### config.mk
export PLATFORM = sky130hd
export DESIGN_NAME = fetch_sequencer
export DESIGN_NICKNAME = d
export VERILOG_FILES = /design/src/rtl/fetch_sequencer.sv
export SDC_FILE = /design/constraint.sdc
export NUM_CORES = 1
export LEC_CHECK = 0
export ABC_AREA = 0
export ABC_CLOCK_PERIOD_IN_PS = 1800
export CAP_MARGIN = 20
export CORE_MARGIN = 2
export CORE_UTILIZATION = 30
export DETAILED_ROUTE_END_ITERATION = 16
export MAX_ROUTING_LAYER = met4
export PLACE_DENSITY_LB_ADDON = 0.08
export SLEW_MARGIN = 20
export SYNTH_ARGS = -nofsm -noshare
export SYNTH_HDL_FRONTEND = slang
export SYNTH_SLANG_ARGS = --single-unit
### constraint.sdc
create_clock -name clk -period 1.8 [get_ports clk]
set_input_delay 0.36 -clock clk [delete_from_list [all_inputs] [get_ports clk]]
set_output_delay 0.36 -clock clk [all_outputs]
set_load 0.02 [all_outputs]
### src/rtl/fetch_sequencer.sv
// Instruction fetch sequencer: issues one imem request per instruction and holds it for decode.
// Latency: 3 cycles minimum fetch-to-fetch (REQ, WAIT with rvalid, HOLD accepted).
// Backpressure: HOLD keeps instr/instr_pc stable and issues no request until instr_ready.
module fetch_sequencer #(
    parameter logic [31:0] RESET_PC = 32'h0000_0000,
    parameter int          TIMEOUT  = 16   // legal range 2..255
) (
    input  logic        clk,
    input  logic        rst_n,
    input  logic        br_taken,
    input  logic [31:0] br_target,
    output logic        imem_req,
    output logic [31:0] imem_addr,
    input  logic        imem_rvalid,
    input  logic [31:0] imem_rdata,
    output logic [31:0] instr,
    output logic [31:0] instr_pc,
    output logic        instr_valid,
    input  logic        instr_ready,
    output logic        fetch_err
);

    // FSM encoding
    localparam logic [2:0] S_BOOT = 3'd0;
    localparam logic [2:0] S_REQ  = 3'd1;
    localparam logic [2:0] S_WAIT = 3'd2;
    localparam logic [2:0] S_HOLD = 3'd3;
    localparam logic [2:0] S_ERR  = 3'd4;

    // Last WAIT cycle count before declaring a memory timeout
    localparam logic [7:0] WAIT_LAST = 8'(TIMEOUT - 1);

    logic [2:0]  state_q,    state_d;
    logic [31:0] pc_q,       pc_d;
    logic [7:0]  cnt_q,      cnt_d;
    logic [31:0] instr_q,    instr_d;
    logic [31:0] instr_pc_q, instr_pc_d;

    // Redirect target is always word aligned; the low two ALU bits are dropped
    logic [31:0] br_pc;
    assign br_pc = {br_target[31:2], 2'b00};

    // Next-state, pc, wait-counter and instruction-latch logic
    always_comb begin
        state_d    = state_q;
        pc_d       = pc_q;
        cnt_d      = cnt_q;
        instr_d    = instr_q;
        instr_pc_d = instr_pc_q;

        case (state_q)
            S_BOOT: begin
                // One idle cycle after reset release; branches are ignored here
                state_d = S_REQ;
            end

            S_REQ: begin
                if (br_taken) begin
                    // Request in flight is abandoned; its response lands outside WAIT
                    pc_d    = br_pc;
                    state_d = S_REQ;
                end else begin
                    cnt_d   = 8'd0;
                    state_d = S_WAIT;
                end
            end

            S_WAIT: begin
                if (br_taken) begin
                    // Redirect wins over any data returned in the same cycle
                    pc_d    = br_pc;
                    state_d = S_REQ;
                end else if (imem_rvalid) begin
                    instr_d    = imem_rdata;
                    instr_pc_d = pc_q;
                    state_d    = S_HOLD;
                end else if (cnt_q == WAIT_LAST) begin
                    state_d = S_ERR;
                end else begin
                    cnt_d = cnt_q + 8'd1;
                end
            end

            S_HOLD: begin
                if (br_taken) begin
                    // Target wins over sequential pc even when decode accepts this cycle
                    pc_d    = br_pc;
                    state_d = S_REQ;
                end else if (instr_ready) begin
                    // Natural 32-bit wrap: 32'hFFFF_FFFC + 4 -> 0
                    pc_d    = pc_q + 32'd4;
                    state_d = S_REQ;
                end
            end

            S_ERR: begin
                // Terminal until reset; branches and memory responses are ignored
                state_d = S_ERR;
            end

            default: begin
                state_d = S_BOOT;
            end
        endcase
    end

    // State registers with asynchronous active-low reset
    always_ff @(posedge clk or negedge rst_n) begin
        if (!rst_n) begin
            state_q    <= S_BOOT;
            pc_q       <= RESET_PC;
            cnt_q      <= 8'd0;
            instr_q    <= 32'd0;
            instr_pc_q <= 32'd0;
        end else begin
            state_q    <= state_d;
            pc_q       <= pc_d;
            cnt_q      <= cnt_d;
            instr_q    <= instr_d;
            instr_pc_q <= instr_pc_d;
        end
    end

    // Outputs decode directly from state so reset clears them asynchronously
    assign imem_req    = (state_q == S_REQ);
    assign imem_addr   = (state_q == S_REQ) ? pc_q : 32'd0;
    assign instr       = instr_q;
    assign instr_pc    = instr_pc_q;
    assign instr_valid = (state_q == S_HOLD);
    assign fetch_err   = (state_q == S_ERR);

endmodule

==> results.json, run 1 <==
{
  "place_area_um2": 7750,
  "synth.avg_cell_area_um2": 10.6,
  "cts_made_buffers": 9,
  "dieHeight_um": 138,
  "r2r_slack_ps": 70,
  "syn_area_um2": 5380,
  "clock_power_share": 0.175,
  "multi_input_area_um2": 2700,
  "p_per_area_nw_per_um2": 1440,
  "nFillCells": 1631,
  "p_comb_frac": 0.496,
  "layout_setup_ws_ps": -232,
  "seq_area_um2": 2580,
  "grt_overflow": 0,
  "dpl.hpwl_um": 12400,
  "async_flop_share": 1.00,
  "critPathMaxFanout": 7,
  "clk_pin_slew_ps": 70,
  "design_area_um2": 8240,
  "post-place-ws_ps": -521,
  "synthCells": 508,
  "drc": 0,
  "drtPass1Iterations": 4,
  "clk_path_buf_depth": 2,
  "fin_crit_sh": 1.13,
  "path_common_cell": "buf_6",
  "yosysWarnings": 0,
  "gp_congestion": 0.887,
  "irDropWorstVdd_mv": 0.741,
  "sw_frac_of_total": 0.371,
  "rr_endpoint": "state_q[2]",
  "syn_to_final_growth_pct": 53.2,
  "fin_nets": 800,
  "setup_viol": 31,
  "via_per_inst": 4.97,
  "rsz0062_at_grt": "true",
  "cpLargestDelayFamily": "simple AND/OR/NAND/NOR gates",
  "fmax_mhz": 492,
  "insertion_delay_ps": 350,
  "grt_max_degree": 47,
  "die_x_um": 138,
  "io_pins": 168,
  "grt_pass1_wl_um": 26100,
  "setup.worst_path.class": "reg2out",
  "track_usage": 0.184,
  "avgRoutedWirePerCell_um": 17.1,
  "leakagePower_nw": 3.57,
  "cp.required_ps": 1440,
  "fin_crit_ps": 2030,
  "end_kind": "output port",
  "num_antenna_cells": 0,
  "synth_edf_count": 0,
  "grt_pass1_vias": 4765,
  "ys_ff_latch": 103,
  "p_switching_mw": 4.41,
  "crit_buf_inv": 3,
  "violations": "setup timing",
  "hold_class": "in2async",
  "synth_ff_type": "dfrtp_1",
  "critical_path.cell_chain": "or3b_4 > inv_6 > buf_6 > and2_4 > buf_6",
  "hold_ws_ps": 428,
  "drt_wl_total_um": 16400,
  "utilization": 0.473,
  "cts_tree": "yes",
  "start_util": 0.309,
  "yosysSeqAreaShare": 0.479,
  "dr_total_vias": 4762,
  "core_area_um2": 17400,
  "internal_power_mw": 7.48,
  "cap_violations": 0,
  "fp.dieArea_um2": 19000,
  "critPathArrivalTime_ps": 1670,
  "slew_viol_final": 0,
  "ff2ff_path_depth": 4,
  "status": "complete, but fails checks",
  "critical-path-slowest-cell": "or3b_4",
  "hold_violations": 0,
  "share_seq_of_total_power": 0.330,
  "finClkSkew_ps": 7.53,
  "rows": 48,
  "rr_startpoint": "cnt_q[4]",
  "htreeDepth": 3,
  "cts_sinks": 103,
  "yosysUniqueCellTypes": 62,
  "critPathMaxStageDelay_ps": 430,
  "drtAntennaViolNets": 0,
  "io_buffers": 161,
  "drt_first_iter_violations": 256,
  "antenna_found_initial": 0,
  "drive_above_1_share": 0.339,
  "crit_path_start_kind": "flip-flop",
  "root_buffer": "clkbuf_16"
}
## layout make-up
cell class              instances  area share
repair buffers                246       0.284
multi-input cells             362       0.327
clock buffers                  10      0.0290
well taps                     225      0.0341
inverters                       7     0.00379
clock inverters                 6     0.00895
flip-flops and latches        103       0.313
## synthesized netlist by cell type, types with 6 or more instances
| master | number | area share |
|---|---|---|
| dfrtp_1 | 103 | 0.48 |
| mux2_2 | 59 | 0.12 |
| nor2_1 | 35 | 0.024 |
| and2_1 | 33 | 0.038 |
| nand2_1 | 22 | 0.015 |
| nand3_1 | 22 | 0.020 |
| o21ai_0 | 21 | 0.020 |
| a21oi_1 | 20 | 0.019 |
| nand4_1 | 20 | 0.023 |
| buf_2 | 15 | 0.014 |
| clkbuf_1 | 15 | 0.010 |
| a211oi_1 | 11 | 0.015 |
| and3_1 | 11 | 0.013 |
| mux2i_1 | 11 | 0.020 |
| inv_1 | 7 | 0.0049 |
| buf_4 | 6 | 0.0084 |
| nand2b_1 | 6 | 0.0070 |
| nor3_1 | 6 | 0.0056 |
## power by group through the flow
stage          Sequential [mW]  Clock (mW)  Combinational [mW]
2_1_floorplan             4.64           0                2.00
3_3_place_gp              3.92           0                5.59
3_5_place_dp              3.95           0                5.64
4_1_cts                   3.92        2.16                5.89
5_1_grt                   4.06        2.27                6.31
6_report                  3.92        2.07                5.89
## layout by cell type (no fill, tap or decap), drive strengths merged, types with 3 or more instances in the layout
cell type | Yosys | final
nand4b | 3 | 3
a31oi | 4 | 4
a21o | 3 | 3
clkdlybuf4s50 | 0 | 126
a2bb2oi | 3 | 3
xnor2 | 3 | 3
conb | 1 | 4
nor3 | 9 | 9
buf | 23 | 118
o21ai | 23 | 23
o22ai | 3 | 3
nand4 | 20 | 20
a21oi | 22 | 22
nand2 | 22 | 22
and4 | 3 | 3
and2 | 33 | 33
or3b | 3 | 3
nand2b | 6 | 6
mux2i | 11 | 11
mux2 | 60 | 60
nor4 | 6 | 6
inv | 7 | 10
a211oi | 11 | 11
o22a | 4 | 4
nand3 | 22 | 22
nor2 | 35 | 35
o211ai | 4 | 4
a311oi | 4 | 4
or4 | 4 | 4
and3 | 11 | 11
clkbuf | 16 | 10
dfrtp | 103 | 103
## per-layer routing
layer  track usage  vias to the layer above  wire length [um]
met1         0.261                     2321              8110
met3        0.0395                        8               810
met4        0.0289                        0               119
met2         0.276                      128              7380
li1              -                     2305                 -
met5             -                        -                 0
## logic make-up after synthesis
| kind of cell | count (synthesis) | synth area share |
|---|---|---|
| AOI/OAI and AO/OA | 90 | 0.110 |
| xor gates and xnor gates | 3 | 0.00488 |
| adders and majority gates | 2 | 0.00465 |
| buffers and inverters | 46 | 0.0428 |
| DFF | 103 | 0.479 |
| muxes | 71 | 0.147 |
| other | 1 | 0.000697 |
| and+or+nand+nor | 192 | 0.211 |
## how the worst max path moves through the flow
stage / from / to / slack, ps / cells after the start
6_report: state_q[1] / imem_addr[15] / -230 / 5
5_1_grt: state_q[1] / imem_addr[14] / -290 / 5
2_1_floorplan: state_q[1] / imem_addr[19] / 7 / 4
3_3_place_gp: state_q[1] / imem_addr[18] / -480 / 5
4_1_cts: state_q[2] / imem_addr[9] / -250 / 5
3_5_place_dp: state_q[1] / imem_addr[15] / -520 / 5
## state kept, by name (all words and copies together), names as in the netlist
| name | count |
|---|---|
| pc_q | 30 |
| state_q | 3 |
| instr | 32 |
| cnt_q | 8 |
| instr_pc | 30 |
## repair_timing
action                                  CTS  global route
endpoints found under the setup margin   36            47
pin swaps                                 6             6
setup buffers                             0             3
resized for setup                       224            21
hold endpoints to repair                 18             0
cloned                                    2             0
hold buffers                              1             0
## per-stage QoR
stage                     total power, mW  setup TNS (ps)  cells
after CTS                            12.0           -7050    956
after global placement               9.51          -42980    937
after detailed placement             9.59          -44020    937
after floorplan                      6.64               0    511
after global routing                 12.6           -8280    959
final                                11.9           -6450    959
Note: power is estimated with default switching activity, not from simulation.
==> run 2: changes to the inputs <==
GPL_TIMING_DRIVEN = 0   (was unset)
==> run 2 against run 1 <==
Critical path type unchanged; largest power group unchanged; power hardly changed; critical path depth stayed put; the run still ends with setup timing left; worst hold slack better by 66 ps.
==> results.json, run 2 (synthesis results as in run 1) <==
{
  "status": "complete, but fails checks",
  "violations": "setup timing",
  "instances_no_fill": 944,
  "num_antenna_cells": 0,
  "critPathMaxFanout": 6,
  "dpl.hpwl_um": 11900,
  "p_comb_frac": 0.488,
  "cts_tree": "yes",
  "drtAntennaViolNets": 0,
  "critical_path.cell_chain": "or3b_4 > clkinvlp_4 > clkbuf_8 > and2_4 > buf_6",
  "utilization": 0.476,
  "grt_pass1_vias": 4771,
  "crit_buf_inv": 3,
  "drtPass1Iterations": 5,
  "largest_reg_flops": 32,
  "fp.dieArea_um2": 19000,
  "root_buffer": "clkbuf_16",
  "syn_to_final_growth_pct": 54.2,
  "cpLargestDelayFamily": "simple AND/OR/NAND/NOR gates",
  "start_util": 0.309,
  "dieHeight_um": 138,
  "slew_viol_final": 0,
  "cap_violations": 0,
  "fmax_mhz": 462,
  "drt_wl_total_um": 17000,
  "drc": 0,
  "cp.required_ps": 1440,
  "die_x_um": 138,
  "track_usage": 0.184,
  "post-place-ws_ps": -940,
  "clk_path_buf_depth": 2,
  "via_per_inst": 5.11,
  "leakagePower_nw": 3.57,
  "critPathMaxStageDelay_ps": 420,
  "insertion_delay_ps": 350,
  "layout_setup_ws_ps": -365,
  "p_switching_mw": 4.43,
  "dr_total_vias": 4826,
  "setup_viol": 32,
  "p_total_mw": 11.9,
  "critical-path-slowest-cell": "or3b_4",
  "p_per_area_nw_per_um2": 1430,
  "hold_ws_ps": 495,
  "end_kind": "output port",
  "gp_congestion": 0.857,
  "grt_pass1_wl_um": 25900,
  "drt_first_iter_violations": 299,
  "share_seq_of_total_power": 0.332,
  "final_cell_mix": "clkdlybuf4s50_1, dfrtp_1, mux2_2",
  "fin_crit_sh": 1.20,
  "hold_violations": 0,
  "io_buffers": 161,
  "htreeDepth": 3,
  "rows": 48,
  "crit_path_start_kind": "flip-flop",
  "internal_power_mw": 7.47,
  "hold_class": "reg2reg",
  "fin_crit_ps": 2160,
  "relSlewSlack": 0.625,
  "cts_sinks": 103,
  "finClkSkew_ps": 7.87,
  "fin_nets": 785,
  "clk_pin_slew_ps": 70,
  "rsz0062_at_grt": "true",
  "avgRoutedWirePerCell_um": 18.0,
  "sw_frac_of_total": 0.372,
  "drive_above_1_share": 0.339,
  "placed_cells_incl_taps": 898,
  "cts_made_buffers": 9,
  "grt_max_degree": 57,
  "clock_power_share": 0.180,
  "irDropWorstVdd_mv": 0.706,
  "io_pins": 168,
  "core_area_um2": 17400,
  "final_common_cell": "clkdlybuf4s50_1",
  "r2r_slack_ps": 0,
  "setup.worst_path.class": "reg2out",
  "grt_overflow": 0,
  "critPathArrivalTime_ps": 1800,
  "worst_slew_pin_slew_ps": 563,
  "antenna_found_initial": 0
}
-- run 2: changes by cell type in the layout (fill, tap and decap cells not counted), sizes merged --
cell	previous run	this run
inv	10	6
buf	118	92
clkinvlp	0	3
dlygate4sd2	1	0
clkinv	2	3
dlymetal6s2s	0	1
clkbuf	10	20
bufinv	1	2
-- run 2: worst paths after layout --
kind | to | cells past startpoint | from
setup / recovery | imem_addr[16] | 5 | state_q[2]
setup reg to reg | cnt_q[3] | 5 | state_q[0]
hold / removal | instr_pc[21] | 2 | instr_pc[21]
max in group asynchronous | state_q[0] | 3 | rst_n
min in group asynchronous | instr[28] | 2 | rst_n
hold reg to reg | instr_pc[21] | 2 | instr_pc[21]
-- run 2: worst register-to-register path, cell delays in order, from the launching register on --
cell and delay [ps]:
dfrtp_2 420, or3b_4 250, clkinvlp_4 220, buf_4 220
or4_1 460, o211ai_1 160
-- run 2: what timing repair did --
| action | 4_1_cts | 5_1_grt |
|---|---|---|
| endpoints found under the hold margin | 14 | 0 |
| pin swaps | 8 | 15 |
| setup buffers | 17 | 13 |
| setup endpoints to repair | 123 | 121 |
| gates resized for setup | 260 | 49 |
| cloned | 2 | 0 |
| hold buffers | 1 | 0 |
-- run 2: metrics by stage --
step | instance area [um2] | TNS [ps]
after detailed placement | 7340 | -78280
after global placement | 7310 | -476540
after global routing | 8300 | -15220
final | 8300 | -9860
after CTS | 8060 | -10880
after floorplan | 5420 | 0
-- run 2: area by class of cell --
cell class                      instances  area [um2]
Fill cell                            1663        9120
Multi-Input combinational cell        362        2810
Sequential cell                       103        2580
Timing Repair Buffer                  195        1980
Buffer                                 36         292
Tap cell                              225         282
Clock buffer                            9         225
Clock inverter                          7        97.6
Inverter                                7        30.0
-- run 2: power by group through the flow --
| stage | Sequential [mW] | Clock [mW] | Combinational, mW |
|---|---|---|---|
| after global placement | 3.92 | 0 | 5.24 |
| final | 3.94 | 2.14 | 5.81 |
| after floorplan | 4.64 | 0 | 2.00 |
| after CTS | 3.92 | 2.22 | 5.71 |
| after global routing | 4.09 | 2.31 | 6.22 |
| after detailed placement | 3.96 | 0 | 5.29 |
-- run 2: layer usage --
metal	up-vias	GRT usage	share of wire
li1	2273	-	-
met1	2348	0.250	0.45
met2	182	0.275	0.46
met3	23	0.0336	0.071
met4	0	0.0669	0.019
met5	-	-	0
==> run 3: changes to the inputs <==
CORE_UTILIZATION = 43   (was 30)
TNS_END_PERCENT = 20   (was unset)
==> run 3 against run 2 <==
The run still ends with setup timing left; largest power group unchanged; largest cell class unchanged; sequential power about the same; utilization up 17 points; power down 3.5%; register-to-register slack got worse by 90 ps; die area fell by 29%; clock skew decreased by 1.3 ps; first-iteration DRC count down 6.0%; worst hold slack got worse by 48 ps.
==> results.json, run 3 (synthesis results as in run 1) <==
{
  "p_total_mw": 11.5,
  "setup.worst_path.class": "reg2out",
  "drtAntennaViolNets": 0,
  "grt_pass1_vias": 4825,
  "hold_ws_ps": 447,
  "setup_viol": 48,
  "dr_total_vias": 4857,
  "num_antenna_cells": 0,
  "io_buffers": 161,
  "start_util": 0.444,
  "largest_reg_flops": 32,
  "rr_startpoint": "pc_q[19]",
  "clk_path_buf_depth": 2,
  "htreeDepth": 3,
  "final_common_cell": "clkdlybuf4s50_1",
  "antenna_found_initial": 0,
  "syn_to_final_growth_pct": 46.3,
  "worst_slew_pin_slew_ps": 495,
  "grt_max_degree": 76,
  "dpl.hpwl_um": 11400,
  "fin_tns_setup_ps": -11030,
  "hold_class": "in2async",
  "cp.required_ps": 1440,
  "leakagePower_nw": 3.39,
  "status": "complete, but fails checks",
  "layout_setup_ws_ps": -371,
  "drtPass1Iterations": 5,
  "fin_crit_ps": 2170,
  "violations": "setup timing",
  "die_x_um": 116,
  "critPathArrivalTime_ps": 1810,
  "r2r_slack_ps": -90,
  "cpLargestDelayFamily": "simple AND/OR/NAND/NOR gates",
  "placed_cells_incl_taps": 841,
  "relSlewSlack": 0.667,
  "cts_sinks": 103,
  "via_per_inst": 5.61,
  "drt_first_iter_violations": 281,
  "gp_congestion": 0.907,
  "clk_pin_slew_ps": 70,
  "dieHeight_um": 116,
  "critical_path.cell_chain": "or3b_4 > clkinvlp_4 > buf_4 > and2_1 > buf_4",
  "fp.dieArea_um2": 13400,
  "core_area_um2": 12100,
  "path_common_cell": "buf_4",
  "critPathMaxFanout": 6,
  "io_pins": 168,
  "end_kind": "output port",
  "final_cell_mix": "clkdlybuf4s50_1, dfrtp_1, mux2_2",
  "cap_violations": 0,
  "insertion_delay_ps": 350,
  "fmax_mhz": 461,
  "slew_viol_final": 0,
  "instances_no_fill": 866,
  "irDropWorstVdd_mv": 0.784,
  "crit_path_start_kind": "flip-flop",
  "avgRoutedWirePerCell_um": 18.7,
  "track_usage": 0.254,
  "root_buffer": "clkbuf_16",
  "fin_crit_sh": 1.21,
  "grt_pass1_wl_um": 25600,
  "rsz0062_at_grt": "true",
  "cts_tree": "yes",
  "finClkSkew_ps": 6.57,
  "fin_nets": 764,
  "critPathMaxStageDelay_ps": 420,
  "drive_above_1_share": 0.299,
  "crit_path_start": "state_q[2]",
  "drc": 0,
  "grt_overflow": 0,
  "hold_violations": 0,
  "cts_made_buffers": 9,
  "p_per_area_nw_per_um2": 1460,
  "crit_buf_inv": 3,
  "utilization": 0.650,
  "rows": 40,
  "drt_wl_total_um": 16200,
  "critical-path-slowest-cell": "or3b_4"
}
run 3: path summary, 6_finish.rpt:
kind	endpoint	depth (start not counted)
worst max-delay path	imem_addr[31]	5
worst min-delay path	pc_q[7]	2
worst max register to register	pc_q[28]	4
worst min register to register	instr_pc[6]	2
max in group asynchronous	state_q[1]	3
min in group clk	instr_pc[6]	2
run 3: area by class of cell:
type                            count  area, um2
Tap cell                          168        210
Fill cell                        1033       4240
Clock buffer                       13        260
Clock inverter                      3       17.5
Timing Repair Buffer              171       1740
Inverter                            7       30.0
Buffer                             39        297
Multi-Input combinational cell    362       2740
Sequential cell                   103       2580
run 3: where the power goes:
| group | internal [mW] | total, mW | switching, mW |
|---|---|---|---|
| clock | 1.01 | 1.87 | 0.864 |
| sequential | 3.23 | 3.94 | 0.710 |
| combinational | 2.90 | 5.66 | 2.76 |
run 3: per-stage QoR:
stage,instance area [um2],worst slack [ps]
detailed placement,7270,-1020
finish,7880,-371
CTS,7800,-376
global placement,7240,-3660
global route,7880,-437
floorplan,5420,-29.7
run 3: what timing repair did:
item,4_1_cts,5_1_grt
endpoints found under the hold margin,28,0
setup buffers,5,1
gates cloned,2,0
pin swaps,8,10
hold buffers,1,0
endpoints found under the setup margin,101,102
resized for setup,254,41
run 3: metal layers:
metal | vias up | track usage | wire length, um
met5 | - | - | 0
met4 | 0 | 0.0905 | 261
met3 | 23 | 0.0413 | 1030
met2 | 187 | 0.402 | 7890
met1 | 2423 | 0.331 | 6990
li1 | 2224 | - | -
